### src/rtl/cache_pkg.sv
// Shared widths, address slicing helpers and state encoding for the cache controller.
// Optional statistics counters are enabled with CACHE_CTRL_STATS_EN (see cache_controller).
package cache_pkg;

  localparam int ADDR_W    = 32;
  localparam int TAG_W     = 26;
  localparam int INDEX_W   = 2;
  localparam int LINE_W    = 128;
  localparam int WORD_W    = 32;
  localparam int WORDS     = 4;
  localparam int WSEL_W    = 2;
  localparam int BSEL_W    = 2;
  localparam int OFFSET_W  = 4;
  localparam int LINES     = 4;
  localparam int STAT_W    = 32;

  localparam int TAG_LSB   = 6;
  localparam int INDEX_LSB = 4;
  localparam int WORD_LSB  = 2;

  typedef enum logic [2:0] {
    IDLE    = 3'd0,
    COMPARE = 3'd1,
    WB_READ = 3'd2,
    WB_MEM  = 3'd3,
    FILL    = 3'd4,
    UPDATE  = 3'd5
  } ctrl_state_t;

  function automatic logic [ADDR_W-1:0] line_addr(input logic [TAG_W-1:0]   tag,
                                                   input logic [INDEX_W-1:0] idx);
    return {tag, idx, {OFFSET_W{1'b0}}};
  endfunction

endpackage

### src/rtl/cache_controller_if.sv
// CPU, cache-array and line-memory signals of the cache controller.
// Handshakes: cpu_req is held stable until cpu_ready pulses; mem_req is held until mem_ready pulses.
interface cache_controller_if;
  import cache_pkg::*;

  logic                cpu_req;
  logic                cpu_we;
  logic                cpu_byte;
  logic [ADDR_W-1:0]   cpu_addr;
  logic [WORD_W-1:0]   cpu_wdata;
  logic                cpu_ready;
  logic [WORD_W-1:0]   cpu_rdata;

  logic                c_comp;
  logic                c_write_word;
  logic                c_write_block;
  logic                c_byte_access;
  logic [INDEX_W-1:0]  c_index;
  logic [WSEL_W-1:0]   c_word;
  logic [BSEL_W-1:0]   c_byte;
  logic [TAG_W-1:0]    c_tag;
  logic [WORD_W-1:0]   c_word_in;
  logic [LINE_W-1:0]   c_block_in;
  logic                c_hit;
  logic                c_dirty;
  logic                c_valid;
  logic [WORD_W-1:0]   c_data_out;

  logic                mem_req;
  logic                mem_we;
  logic [ADDR_W-1:0]   mem_addr;
  logic [LINE_W-1:0]   mem_wdata;
  logic [LINE_W-1:0]   mem_rdata;
  logic                mem_ready;

  modport master (
    input  cpu_req, cpu_we, cpu_byte, cpu_addr, cpu_wdata,
    output cpu_ready, cpu_rdata,
    output c_comp, c_write_word, c_write_block, c_byte_access,
    output c_index, c_word, c_byte, c_tag, c_word_in, c_block_in,
    input  c_hit, c_dirty, c_valid, c_data_out,
    output mem_req, mem_we, mem_addr, mem_wdata,
    input  mem_rdata, mem_ready
  );

  modport slave (
    output cpu_req, cpu_we, cpu_byte, cpu_addr, cpu_wdata,
    input  cpu_ready, cpu_rdata,
    input  c_comp, c_write_word, c_write_block, c_byte_access,
    input  c_index, c_word, c_byte, c_tag, c_word_in, c_block_in,
    output c_hit, c_dirty, c_valid, c_data_out,
    input  mem_req, mem_we, mem_addr, mem_wdata,
    output mem_rdata, mem_ready
  );

endinterface

### src/rtl/cache_line_buffer.sv
// 128-bit line staging register: per-word lane writes for write-back gathering,
// whole-line load for fills. A full-line load takes priority over lane writes.
module cache_line_buffer
  import cache_pkg::*;
(
  input  logic              clk_i,
  input  logic              rst_i,
  input  logic [WORDS-1:0]  lane_we_i,
  input  logic [WORD_W-1:0] lane_data_i,
  input  logic              load_i,
  input  logic [LINE_W-1:0] line_i,
  output logic [LINE_W-1:0] line_o
);

  logic [LINE_W-1:0] line_q, line_d;

  always_comb begin
    line_d = line_q;
    if (load_i) begin
      line_d = line_i;
    end else begin
      for (int i = 0; i < WORDS; i++) begin
        if (lane_we_i[i]) line_d[i*WORD_W +: WORD_W] = lane_data_i;
      end
    end
  end

  always_ff @(posedge clk_i) begin
    if (rst_i) line_q <= '0;
    else       line_q <= line_d;
  end

  assign line_o = line_q;

endmodule

### src/rtl/cache_controller.sv
// Direct-mapped cache sequencer: tag compare, dirty write-back, line fill, retry.
// Define CACHE_CTRL_STATS_EN to add stat_hits / stat_misses / stat_writebacks counters.
module cache_controller
  import cache_pkg::*;
(
  input  logic                 clock,
  input  logic                 reset,
  cache_controller_if.master   bus,
  output ctrl_state_t          state_o
`ifdef CACHE_CTRL_STATS_EN
  ,
  output logic [STAT_W-1:0]    stat_hits,
  output logic [STAT_W-1:0]    stat_misses,
  output logic [STAT_W-1:0]    stat_writebacks
`endif
);

  ctrl_state_t         state_q, state_d;
  logic                we_q, we_d;
  logic                byte_q, byte_d;
  logic [ADDR_W-1:0]   addr_q, addr_d;
  logic [WORD_W-1:0]   wdata_q, wdata_d;
  logic [WSEL_W-1:0]   wb_cnt_q, wb_cnt_d;
  logic [TAG_W-1:0]    shadow_tag_q [LINES];
  logic [TAG_W-1:0]    shadow_tag_d [LINES];

  logic [WORDS-1:0]    lane_we;
  logic                buf_load;
  logic [LINE_W-1:0]   buf_line;

  logic [TAG_W-1:0]    req_tag;
  logic [INDEX_W-1:0]  req_index;
  logic [WSEL_W-1:0]   req_word;
  logic [BSEL_W-1:0]   req_bsel;

  assign req_tag   = addr_q[ADDR_W-1:TAG_LSB];
  assign req_index = addr_q[TAG_LSB-1:INDEX_LSB];
  assign req_word  = addr_q[INDEX_LSB-1:WORD_LSB];
  assign req_bsel  = addr_q[WORD_LSB-1:0];

  cache_line_buffer u_line_buf (
    .clk_i       (clock),
    .rst_i       (reset),
    .lane_we_i   (lane_we),
    .lane_data_i (bus.c_data_out),
    .load_i      (buf_load),
    .line_i      (bus.mem_rdata),
    .line_o      (buf_line)
  );

  always_comb begin
    state_d      = state_q;
    we_d         = we_q;
    byte_d       = byte_q;
    addr_d       = addr_q;
    wdata_d      = wdata_q;
    wb_cnt_d     = wb_cnt_q;
    shadow_tag_d = shadow_tag_q;
    lane_we      = '0;
    buf_load     = 1'b0;

    bus.cpu_ready     = 1'b0;
    bus.cpu_rdata     = '0;
    bus.c_comp        = 1'b0;
    bus.c_write_word  = 1'b0;
    bus.c_write_block = 1'b0;
    bus.c_byte_access = 1'b0;
    bus.c_index       = '0;
    bus.c_word        = '0;
    bus.c_byte        = '0;
    bus.c_tag         = '0;
    bus.c_word_in     = '0;
    bus.c_block_in    = '0;
    bus.mem_req       = 1'b0;
    bus.mem_we        = 1'b0;
    bus.mem_addr      = '0;
    bus.mem_wdata     = '0;

    case (state_q)
      IDLE: begin
        if (bus.cpu_req) begin
          we_d    = bus.cpu_we;
          byte_d  = bus.cpu_byte;
          addr_d  = bus.cpu_addr;
          wdata_d = bus.cpu_wdata;
          state_d = COMPARE;
        end
      end
      COMPARE: begin
        bus.c_comp        = 1'b1;
        bus.c_index       = req_index;
        bus.c_word        = req_word;
        bus.c_byte        = req_bsel;
        bus.c_tag         = req_tag;
        bus.c_byte_access = byte_q;
        bus.c_word_in     = wdata_q;
        if (bus.c_hit) begin
          bus.cpu_ready = 1'b1;
          if (we_q) bus.c_write_word = 1'b1;
          else      bus.cpu_rdata    = bus.c_data_out;
          state_d = IDLE;
        end else if (bus.c_valid && bus.c_dirty) begin
          wb_cnt_d = '0;
          state_d  = WB_READ;
        end else begin
          state_d = FILL;
        end
      end
      WB_READ: begin
        // Victim is read one word per cycle; each word lands in its own buffer lane.
        bus.c_index       = req_index;
        bus.c_word        = wb_cnt_q;
        lane_we[wb_cnt_q] = 1'b1;
        wb_cnt_d          = wb_cnt_q + 1'b1;
        if (wb_cnt_q == WSEL_W'(WORDS - 1)) state_d = WB_MEM;
      end
      WB_MEM: begin
        bus.mem_req   = 1'b1;
        bus.mem_we    = 1'b1;
        bus.mem_addr  = line_addr(shadow_tag_q[req_index], req_index);
        bus.mem_wdata = buf_line;
        if (bus.mem_ready) state_d = FILL;
      end
      FILL: begin
        bus.mem_req  = 1'b1;
        bus.mem_addr = line_addr(req_tag, req_index);
        if (bus.mem_ready) begin
          buf_load = 1'b1;
          state_d  = UPDATE;
        end
      end
      UPDATE: begin
        bus.c_write_block       = 1'b1;
        bus.c_block_in          = buf_line;
        bus.c_tag               = req_tag;
        bus.c_index             = req_index;
        shadow_tag_d[req_index] = req_tag;
        state_d                 = COMPARE;
      end
      default: state_d = IDLE;
    endcase
  end

  always_ff @(posedge clock) begin
    if (reset) begin
      state_q  <= IDLE;
      we_q     <= 1'b0;
      byte_q   <= 1'b0;
      addr_q   <= '0;
      wdata_q  <= '0;
      wb_cnt_q <= '0;
      for (int i = 0; i < LINES; i++) shadow_tag_q[i] <= '0;
    end else begin
      state_q  <= state_d;
      we_q     <= we_d;
      byte_q   <= byte_d;
      addr_q   <= addr_d;
      wdata_q  <= wdata_d;
      wb_cnt_q <= wb_cnt_d;
      for (int i = 0; i < LINES; i++) shadow_tag_q[i] <= shadow_tag_d[i];
    end
  end

  assign state_o = state_q;

`ifdef CACHE_CTRL_STATS_EN
  // retry_q marks the compare that follows UPDATE so it is not counted a second time.
  logic              retry_q, retry_d;
  logic [STAT_W-1:0] hits_q, hits_d, misses_q, misses_d, wbs_q, wbs_d;

  always_comb begin
    retry_d  = retry_q;
    hits_d   = hits_q;
    misses_d = misses_q;
    wbs_d    = wbs_q;
    if (state_q == UPDATE)    retry_d = 1'b1;
    else if (state_q == IDLE) retry_d = 1'b0;
    if (state_q == COMPARE && !retry_q) begin
      if (bus.c_hit) hits_d   = hits_q + 1'b1;
      else           misses_d = misses_q + 1'b1;
    end
    if (state_q == WB_MEM && bus.mem_ready) wbs_d = wbs_q + 1'b1;
  end

  always_ff @(posedge clock) begin
    if (reset) begin
      retry_q  <= 1'b0;
      hits_q   <= '0;
      misses_q <= '0;
      wbs_q    <= '0;
    end else begin
      retry_q  <= retry_d;
      hits_q   <= hits_d;
      misses_q <= misses_d;
      wbs_q    <= wbs_d;
    end
  end

  assign stat_hits       = hits_q;
  assign stat_misses     = misses_q;
  assign stat_writebacks = wbs_q;
`endif

endmodule

### src/flat_wrapper.sv
// flat-port wrapper written by rule: the top's interface ports become plain ports
module cache_controller_flat import cache_pkg::*;
  (clock, reset, state_o, bus_cpu_req, bus_cpu_we, bus_cpu_byte, bus_cpu_addr, bus_cpu_wdata, bus_cpu_ready, bus_cpu_rdata, bus_c_comp, bus_c_write_word, bus_c_write_block, bus_c_byte_access, bus_c_index, bus_c_word, bus_c_byte, bus_c_tag, bus_c_word_in, bus_c_block_in, bus_c_hit, bus_c_dirty, bus_c_valid, bus_c_data_out, bus_mem_req, bus_mem_we, bus_mem_addr, bus_mem_wdata, bus_mem_rdata, bus_mem_ready);
  cache_controller_if bus_i ();
  input  logic clock;
  input  logic reset;
  output ctrl_state_t state_o;
  input wire logic [$bits(bus_i.cpu_req)-1:0] bus_cpu_req;
  input wire logic [$bits(bus_i.cpu_we)-1:0] bus_cpu_we;
  input wire logic [$bits(bus_i.cpu_byte)-1:0] bus_cpu_byte;
  input wire logic [$bits(bus_i.cpu_addr)-1:0] bus_cpu_addr;
  input wire logic [$bits(bus_i.cpu_wdata)-1:0] bus_cpu_wdata;
  output wire logic [$bits(bus_i.cpu_ready)-1:0] bus_cpu_ready;
  output wire logic [$bits(bus_i.cpu_rdata)-1:0] bus_cpu_rdata;
  output wire logic [$bits(bus_i.c_comp)-1:0] bus_c_comp;
  output wire logic [$bits(bus_i.c_write_word)-1:0] bus_c_write_word;
  output wire logic [$bits(bus_i.c_write_block)-1:0] bus_c_write_block;
  output wire logic [$bits(bus_i.c_byte_access)-1:0] bus_c_byte_access;
  output wire logic [$bits(bus_i.c_index)-1:0] bus_c_index;
  output wire logic [$bits(bus_i.c_word)-1:0] bus_c_word;
  output wire logic [$bits(bus_i.c_byte)-1:0] bus_c_byte;
  output wire logic [$bits(bus_i.c_tag)-1:0] bus_c_tag;
  output wire logic [$bits(bus_i.c_word_in)-1:0] bus_c_word_in;
  output wire logic [$bits(bus_i.c_block_in)-1:0] bus_c_block_in;
  input wire logic [$bits(bus_i.c_hit)-1:0] bus_c_hit;
  input wire logic [$bits(bus_i.c_dirty)-1:0] bus_c_dirty;
  input wire logic [$bits(bus_i.c_valid)-1:0] bus_c_valid;
  input wire logic [$bits(bus_i.c_data_out)-1:0] bus_c_data_out;
  output wire logic [$bits(bus_i.mem_req)-1:0] bus_mem_req;
  output wire logic [$bits(bus_i.mem_we)-1:0] bus_mem_we;
  output wire logic [$bits(bus_i.mem_addr)-1:0] bus_mem_addr;
  output wire logic [$bits(bus_i.mem_wdata)-1:0] bus_mem_wdata;
  input wire logic [$bits(bus_i.mem_rdata)-1:0] bus_mem_rdata;
  input wire logic [$bits(bus_i.mem_ready)-1:0] bus_mem_ready;
  assign bus_i.cpu_req = bus_cpu_req;
  assign bus_i.cpu_we = bus_cpu_we;
  assign bus_i.cpu_byte = bus_cpu_byte;
  assign bus_i.cpu_addr = bus_cpu_addr;
  assign bus_i.cpu_wdata = bus_cpu_wdata;
  assign bus_cpu_ready = bus_i.cpu_ready;
  assign bus_cpu_rdata = bus_i.cpu_rdata;
  assign bus_c_comp = bus_i.c_comp;
  assign bus_c_write_word = bus_i.c_write_word;
  assign bus_c_write_block = bus_i.c_write_block;
  assign bus_c_byte_access = bus_i.c_byte_access;
  assign bus_c_index = bus_i.c_index;
  assign bus_c_word = bus_i.c_word;
  assign bus_c_byte = bus_i.c_byte;
  assign bus_c_tag = bus_i.c_tag;
  assign bus_c_word_in = bus_i.c_word_in;
  assign bus_c_block_in = bus_i.c_block_in;
  assign bus_i.c_hit = bus_c_hit;
  assign bus_i.c_dirty = bus_c_dirty;
  assign bus_i.c_valid = bus_c_valid;
  assign bus_i.c_data_out = bus_c_data_out;
  assign bus_mem_req = bus_i.mem_req;
  assign bus_mem_we = bus_i.mem_we;
  assign bus_mem_addr = bus_i.mem_addr;
  assign bus_mem_wdata = bus_i.mem_wdata;
  assign bus_i.mem_rdata = bus_mem_rdata;
  assign bus_i.mem_ready = bus_mem_ready;
  cache_controller u_core (.clock(clock), .reset(reset), .bus(bus_i), .state_o(state_o));
endmodule
### config.mk
export PLATFORM = sky130hd
export DESIGN_NAME = cache_controller_flat
export DESIGN_NICKNAME = d
export VERILOG_FILES = /design/src/rtl/cache_pkg.sv /design/src/rtl/cache_controller_if.sv /design/src/rtl/cache_line_buffer.sv /design/src/rtl/cache_controller.sv /design/src/flat_wrapper.sv
export SDC_FILE = /design/constraint.sdc
export NUM_CORES = 1
export LEC_CHECK = 0
export BUFFER_PORTS_ARGS = -buffer_cell sky130_fd_sc_hd__clkbuf_2
export CAP_MARGIN = 40
export CORE_AREA = 8 8 238 240
export CTS_BUF_LIST = sky130_fd_sc_hd__clkbuf_8
export DETAILED_ROUTE_END_ITERATION = 12
export DIE_AREA = 0 0 246 248
export GPL_TIMING_DRIVEN = 0
export SLEW_MARGIN = 25
export SYNTH_ARGS = -nofsm -noshare
export SYNTH_HDL_FRONTEND = slang
export SYNTH_HIERARCHICAL = 1
export SYNTH_SLANG_ARGS = --single-unit
### constraint.sdc
create_clock -name clock -period 2.27 [get_ports clock]
set_input_delay 0.227 -clock clock [delete_from_list [all_inputs] [get_ports clock]]
set_output_delay 0.227 -clock clock [all_outputs]
set_load 0.02 [all_outputs]
Yosys cells after proc, flatten, opt, wreduce, memory -nomap -nowiden --
Cells that the tools add are included.
Word-level totals: register bits 303, bits of input ports 233, output and inout port bits 394, word-level logic and storage cells 94
Cells by class: add/sub/neg operators 1, order comparisons 4, equal/unequal tests 12, multiplexer cells 47, bitwise operators 1, reductions and logical operators 15
Operator list (count):
- $mux 128 | 3
- $mux 32 | 8
- $bwmux 104 | 1
- $mux 26 | 4
- $pmux 32 s2 | 1
- $bmux 26 s2 | 1
- $demux 26 s2 | 1
- $mux 3 | 6
- $pmux 3 s6 | 1
- $mux 1 | 13
- $reduce_bool 2->1 | 5
- $mux 2 | 4
- $ne 2x2->1 const B | 4
- $pmux 2 s2 | 2
- $eq 3x2->1 const B | 2
- $eq 3x3->1 const B | 2
- $mux 4 | 1
- $ne 2x1->1 const B | 2
- $reduce_and 4->1 | 1
- $reduce_or 2->1 | 2
- $eq 3x1->1 const B | 1
- $ge 3x3->1 const B | 1
- $logic_and 1x1->1 | 3
- $logic_not 3->1 | 1
- 10 further kinds | 10

Logic depth before layout (Yosys ltp) --
Gate-level depths: netlist (run 1).
depth after elaboration 7, depth in mapped cells 9, mapped depth without buffers 5

By module --
The synthesis (run 1) kept the hierarchy.
Modules (own cells, without submodules):
- cache_controller | times used 1, cells an instance 1270, area an instance 9806.9 um^2, seq. area each 3503.4 um^2
- cache_line_buffer | times used 1, cells an instance 571, area an instance 6618.8 um^2, seq. area each 2562.5 um^2

Worst setup path after synthesis (run 1) --
No wires, ideal clock.
path kind register to register, start register u_core.state_q[2], in the netlist u_core/state_o[2], end register u_core.u_line_buf.line_q[105], in the netlist u_core/u_line_buf/line_o[105], library setup time 0.130 ns, arrival time 1.721 ns, required time 2.140 ns, path slack 0.419 ns, cell stages (with the launch flop) 10, buffers on the path 5, period minus slack after synthesis 1.851 ns, cells stage by stage dfxtp_1 > buf_4 > inv_2 > buf_2 > clkbuf_1 > and3_1 > buf_4 > buf_8 > mux2i_1 > a211oi_2
Between the ends: word-level cells in the longest chain between the ends 3, elaborated cells between the ends (all ways) 6, classes of those cells eq/ne (2); mux (3); reduce/logical (1)
RTL lines:
- from (decl) | line cache_controller.sv:18 | ctrl_state_t state_q, state_d;
- from (signal assigned) | line cache_controller.sv:154 | state_q <= state_d;
- $eq 3x2->1 | line cache_controller.sv:79 | case (state_q)
- $mux 4 | line cache_controller.sv:79
- net u_core.lane_we[3] | line cache_controller.sv:27 | logic [WORDS-1:0] lane_we;
- $reduce_bool 2->1 (no line)
- to (signal assigned) | line cache_line_buffer.sv:30 | else line_q <= line_d;
- to (decl) | line cache_line_buffer.sv:15 | logic [LINE_W-1:0] line_q, line_d;
The timed path passes the listed nets, and every way through them passes these cells. A chain may end at the register's enable or synchronous reset.

Worst setup path in the final report (run 1) --
start register u_core.addr_q[4], end output bus_mem_addr[24]
Between the ends: word-level cells in the longest chain between the ends 5
RTL lines:
- from (decl) | line cache_controller.sv:21 | logic [ADDR_W-1:0] addr_q, addr_d;
- from (signal assigned) | line cache_controller.sv:157 | addr_q <= addr_d;
- $not 2->3 (implied by the code) | line cache_controller.sv:120 | bus.mem_addr = line_addr(shadow_tag_q[req_index], req_index);
- $bmux 26 s2 | line cache_controller.sv:120
- $mux 26 (implied by the code) (2 in a row) | line cache_controller.sv:120
- $pmux 32 s2 | line cache_controller.sv:79
- to (decl) | line flat_wrapper.sv:31 | output wire logic [$bits(bus_i.mem_addr)-1:0] bus_mem_addr;
Every way passes these cells. The select of a mux whose other input is x is not followed.

==> results of run 1 <==
[cell type report]
type,instances,area [sq um]
fillers,4482,23940
diodes,2,5.005
flip-flops and latches,303,6076
plain buffers,169,1752
repair buffers,937,9134
multi-input cells,1361,9997
clock buffers,75,1032
inverters,6,35.03
well taps,696,870.8
clock inverters,29,230.2
[cells by family after synthesis]
family	after synthesis
DFF	303
adders and majority gates	4
and+or+nand+nor	857
AOI/OAI and AO/OA	342
buffers and inverters	180
muxes	154
other	1
[layer usage]
| metal | global-route usage, % | up-vias |
|---|---|---|
| met5 | 0 | - |
| met4 | 15.96 | 8 |
| met3 | 6.843 | 277 |
| met2 | 48.46 | 1090 |
| met1 | 29.90 | 8860 |
| li1 | - | 8218 |
[layout by cell type, fill, tap and decap left out, types with 29 or more instances in the layout]
cell,instances
dfxtp_1,299
dlygate4sd3_1,231
a21oi_1,156
a211oi_1,29
clkbuf_2,292
and2_4,261
and3_1,32
buf_2,56
and2_1,58
nor2b_1,129
buf_4,65
nand2_1,344
clkbuf_8,100
a211oi_2,101
clkbuf_16,36
mux2i_1,128
buf_6,197
buf_8,148
[state kept, by name (all words and copies together) (netlist names)]
register                  flops
u_core/shadow_tag_q         104
u_core/byte_q                 1
u_core/addr_q                32
u_core/wb_cnt_q               2
u_core/we_q                   1
u_core/u_line_buf/line_o    128
u_core/wdata_q               32
u_core/state_o                3
[worst max path at each step]
| stage | startpoint | endpoint | slack (ns) | cells after the start |
|---|---|---|---|---|
| after floorplan | u_core/state_o[2] | u_core/u_line_buf/line_o[105] | 0.42 | 9 |
| final | u_core/addr_q[4] | bus_mem_addr[24] | -0.17 | 5 |
| after global routing | u_core/addr_q[4] | bus_mem_addr[24] | -0.26 | 5 |
| after global placement | u_core/state_o[0] | bus_cpu_rdata[30] | -0.40 | 7 |
| after detailed placement | u_core/state_o[0] | bus_cpu_rdata[30] | -0.42 | 7 |
| after CTS | u_core/addr_q[4] | bus_mem_addr[24] | -0.27 | 5 |
[metrics by stage]
step,power (uW),util [%],TNS (ns),setup WS (ns),cells
2_1_floorplan,6899,-,0,0.4194,1844
3_3_place_gp,7737,38.47,-22.92,-0.3978,3161
3_5_place_dp,7772,38.49,-25.55,-0.4189,3162
4_1_cts,14360,50.65,-30.33,-0.2651,3544
5_1_grt,15070,54.89,-42.36,-0.2621,3577
6_report,14580,54.89,-15.63,-0.1733,3578
[repair_timing]
action | in CTS | in global routing
hold buffers | 231 | 0
setup endpoints to repair | 505 | 391
buffers inserted | 34 | 22
gates resized for setup | 598 | 896
pin swaps | 15 | 17
cloned | 15 | 21
endpoints found under the hold margin | 197 | 0
[power by group through the flow]
stage          registers (uW)  logic [uW]  clock network (uW)
6_report                 5820        2830                5930
5_1_grt                  5840        2950                6280
4_1_cts                  5790        2520                6040
3_5_place_dp             5900        1880                   0
3_3_place_gp             5890        1850                   0
2_1_floorplan            5790        1110                   0
[worst register-to-register path: cells and delay by family, from the launching register on]
family / cells / cell delay (ns)
and+or+nand+nor: 4 / 0.91
buffers and inverters: 4 / 0.81
DFF: 1 / 0.33
AOI/OAI and AO/OA: 1 / 0.08
==> impl_metrics.yaml, run 1 <==
min_path:
  worstHoldStart: "bus_c_data_out[6]"
  hp-class: "in2reg"
  holdPathEnd: "u_core/u_line_buf/line_o[6]"
  min_path_cells: 3
setup_path:
  crit_top_cell: "buf_12"
  critical_path_class: "reg2out"
  reg2reg_from: "u_core/state_o[0]"
  slowest_stage: "mux4_2"
  cp.arrival_ns: 2.22
  reg2reg_depth: 9
  endpoint_kind: "primary output"
  crit_path_max_incr_delay_ns: 0.52
  critPathMaxFanout: 9
  cp.required_ns: 2.04
  reg2reg_slack_ns: 0.03
  startpoint_type: "register"
  crit_chain: "buf_12, buf_12, mux4_2, a22o_1, buf_2"
  path_buf_inv: 3
  crit_family: "multiplexers"
  r2r_end: "u_core/u_line_buf/line_o[53]"
clocking:
  htreeDepth: 2
  cts_sinks: 303
  cts_made_buffers: 57
  insertion_delay_ns: 0.67
  clk_pin_slew_worst_paths_ns: 0.06
  clockRootBuffer: "clkbuf_8"
  cts_buffer_depth: 3
  cts_tree: "done"
yosys:
  syn-instance-count: 1841
  synth_top_family_by_area: "simple AND/OR/NAND/NOR gates"
  synth_xor_area_share_pct: 0
  synth.avg_cell_area_sq_um: 8.922
  synthDominantCellAreaShare_pct: 36.93
  ys_top_cells_by_count: "nand2_1 (344), and2_1 (319), dfxtp_1 (303), a21oi_1 (156), nor2b_1 (131)"
  yosys_register_bits: 303
  synthAdderAreaFrac_pct: 0.3047
  synth_area_leaders: "dfxtp_1 (37%), and2_1 (12%), nand2_1 (7.9%), mux2i_1 (7.8%), a211oi_2 (7.7%)"
  synthSimpleGateAreaFrac_pct: 27.83
  synth.most_common_cell: "nand2_1"
  yosys-mux-area-fraction_pct: 11.37
  yosysSeqAreaShare_pct: 36.93
  synthArstFlopShare_pct: 0
  synth_ff_type: "dfxtp_1"
  synth_top_area_cell: "dfxtp_1"
  ys_types: 44
  synth_edf_count: 0
  ys_warn_count: 6
  synth_area_sq_um: 16430
  synth_compound_area_share_pct: 16.70
global_route:
  grt_use_total_pct: 27.56
  antenna_found_initial: 5
  grt_pass1_vias: 18879
  grt_pass1_wl_microns: 125700
  overflow: 0
  grt_max_degree: 19
timing:
  worst-slew-pin-transition_ns: 0.8733
  max-slew-margin-rel_pct: 41.78
  skew_ns: 0.03033
  rsz0062_at_grt: "true"
  hold_violations: 0
  setup_viol: 217
  holdWs_ns: 0.06402
  slew_violations: 0
  finalCriticalPeriod_ns: 2.443
  fin_ws_ns: -0.1733
  clock.fmax_ghz: 0.4093
  period_share_pct: 107.6
placed_design:
  io_buffers: 621
  placed_cell_area_sq_um: 20430
  gp_congestion: 0.8980
  post-dp-hpwl_microns: 64480
route:
  met1_length_microns: 33330
  wl_microns: 94320
  drc: 0
  drt_iter0_drc: 1287
  dr_wl_met2_microns: 46860
  avgViaCountPerCell: 5.157
  vias: 18453
  drtPass1Iterations: 5
  wl_per_cell_microns: 26.36
  routed.top_layer: "met5"
  ant_nets: 0
  wl_met3_microns: 7667
power:
  power.internal_uw: 10260
  p_leak_uw: 0.01220
  ir_worst_vdd_mv: 0.4232
  p_seq_share_pct: 39.9
  p_per_area_nw_per_um2: 500.4
  switching_share_pct: 29.64
  combPwrFrac_pct: 19.4
  pwr-share-clk_pct: 40.7
  p_sw_uw: 4321
floorplanning:
  boundaryPins: 627
  start_util_pct: 30.95
  num_rows: 85
  core_area_sq_um: 53070
  chipWidth_microns: 246
  die_y_microns: 248
  die_area_sq_um: 61010
finish:
  nets: 3072
  layout-drive-gt1-share_pct: 47.71
  syn2layout_area_growth_pct: 77.35
  final_cell_area_sq_um: 29130
run:
  max-cap-violations: 0
outcome:
  violations: "setup timing"
  status: "finished, violations left"
(Power assumes the default switching activity.)
==> run 2: changes to the inputs <==
Clock period 2.27 ns to 2.1 ns, I/O delays scaled along.
==> impl_metrics.yaml, run 2 (same netlist as run 1, synthesis figures left out) <==
timing:
  hold_violations: 0
  slew_violations: 0
  max-slew-margin-rel_pct: 42.74
  setup_viol: 387
  skew_ns: 0.04610
  worst-slew-pin-transition_ns: 0.8589
  rsz0062_at_grt: "true"
  tns_ns: -66.23
  fin_ws_ns: -0.3463
  finalCriticalPeriod_ns: 2.446
  clock.fmax_ghz: 0.4088
  period_share_pct: 116.5
power:
  ir_worst_vdd_mv: 0.4584
  p_leak_uw: 0.01266
  power.total_uw: 16060
  p_per_area_nw_per_um2: 520.6
setup_path:
  startpoint_type: "register"
  crit_chain: "buf_12, buf_12, mux4_2, a22o_1, buf_2"
  critPathMaxFanout: 9
  critical_path_class: "reg2out"
  reg2reg_depth: 9
  r2r_end: "u_core/u_line_buf/line_o[45]"
  slowest_stage: "mux4_2"
  crit_top_cell: "buf_12"
  crit_path_max_incr_delay_ns: 0.52
  crit_end: "bus_mem_addr[24]"
  endpoint_kind: "primary output"
  reg2reg_from: "u_core/state_o[0]"
  cp.arrival_ns: 2.24
  crit_start: "u_core/addr_q[4]"
  reg2reg_slack_ns: -0.03
  cp.required_ns: 1.89
floorplanning:
  num_rows: 85
  die_area_sq_um: 61010
  die_y_microns: 248
  chipWidth_microns: 246
  start_util_pct: 30.95
  core_area_sq_um: 53070
  boundaryPins: 627
global_route:
  antenna_found_initial: 8
  grt_max_degree: 19
  overflow: 0
  grt_pass1_vias: 19572
  grt_pass1_wl_microns: 132000
  grt_use_total_pct: 28.98
placed_design:
  dpl_worst_slack_ns: -0.5719
  gp_congestion: 0.8980
  io_buffers: 621
  post-dp-hpwl_microns: 64480
  placed_cell_area_sq_um: 20430
clocking:
  htreeDepth: 2
  insertion_delay_ns: 0.68
  cts_sinks: 303
  clk_pin_slew_worst_paths_ns: 0.07
  cts_made_buffers: 57
  clockRootBuffer: "clkbuf_8"
  cts_tree: "done"
  cts_buffer_depth: 3
outcome:
  violations: "setup timing"
  status: "finished, violations left"
route:
  drtPass1Iterations: 5
  drc: 0
  vias: 19181
  drt_iter0_drc: 1551
  wl_per_cell_microns: 27.52
  ant_nets: 0
  wl_microns: 99460
  avgViaCountPerCell: 5.307
finish:
  largest_reg_flops: 128
  layout-drive-gt1-share_pct: 50.52
  final_cell_area_sq_um: 30850
  syn2layout_area_growth_pct: 87.82
  n_fill_cell: 4141
  layout_commonest_cell: "nand2_1"
  fin_util_pct: 58.13
  mostFrequentLayoutCells: "nand2_1 (343), and2_4 (311), dfxtp_1 (299)"
  nets: 3102
min_path:
  hp-class: "in2reg"
run:
  max-cap-violations: 0
-- run 2: cell types whose count changed in the layout (fill, tap and decap cells not counted), moves of 13 or more --
cell,before,now
clkbuf_8,100,87
and3_1,32,6
and2_1,58,8
buf_6,197,136
buf_8,148,296
dlygate4sd3_1,231,244
clkbuf_2,292,244
buf_4,65,48
and3_4,10,36
and2_4,261,311
-- run 2: worst min-delay path by stage --
stage                                   from                           end  slack [ns]  cells after the start
after CTS                  bus_c_data_out[3]  u_core/u_line_buf/line_o[35]       0.003                      3
after floorplan              bus_cpu_addr[0]              u_core/addr_q[0]        0.35                      2
after detailed placement    bus_cpu_addr[27]             u_core/addr_q[27]        0.44                      3
final                     bus_c_data_out[14]  u_core/u_line_buf/line_o[14]        0.06                      3
after global routing      bus_c_data_out[17]  u_core/u_line_buf/line_o[17]        0.03                      3
after global placement      bus_cpu_wdata[7]             u_core/wdata_q[7]        0.44                      3
-- run 2: timing repair --
item / in CTS / in global routing
hold buffers: 244 / 1
cloned: 28 / 15
hold endpoints to repair: 197 / 1
buffers inserted: 42 / 36
pin swaps: 48 / 13
endpoints found under the setup margin: 514 / 524
resized for setup: 1038 / 750
-- run 2: power by group --
part / internal [uW] / switching (uW)
logic: 1650 / 1650
registers: 6000 / 306
clock network: 3590 / 2860
-- run 2: critical path: cells and delay by family, from the launching register on --
kind | cells | cell delay [ns]
buffers and inverters | 3 | 0.47
muxes | 1 | 0.52
AOI/OAI and AO/OA | 1 | 0.22
DFF | 1 | 0.34
-- run 2: layer usage --
layer | vias to the layer above | part of all wire [%] | global-route usage, %
met3 | 397 | 8.9 | 7.274
met1 | 9227 | 34 | 30.69
met2 | 1277 | 49 | 50.62
li1 | 8274 | - | -
met4 | 6 | 8.1 | 19.34
met5 | - | 0.045 | 0
-- run 2: metrics by stage --
| step | cells | hold WS, ns |
|---|---|---|
| final | 3614 | 0.06057 |
| after global routing | 3611 | 0.02527 |
| after CTS | 3578 | 0.002609 |
| after detailed placement | 3162 | 0.4407 |
| after global placement | 3161 | 0.4357 |
| after floorplan | 1844 | 0.3460 |
-- run 2: layout make-up --
cell class	count	area, sq um	share of cell area, %
sequential	303	6076	19.69
buffer	164	1749	5.670
inverter	6	35.03	0.1136
clock buffer	75	1032	3.346
multi-input combinational	1361	10260	33.26
clock inverter	29	230.2	0.7462
antenna	8	20.02	0.06489
timing repair buffer	972	10580	34.29
tap	696	870.8	2.823
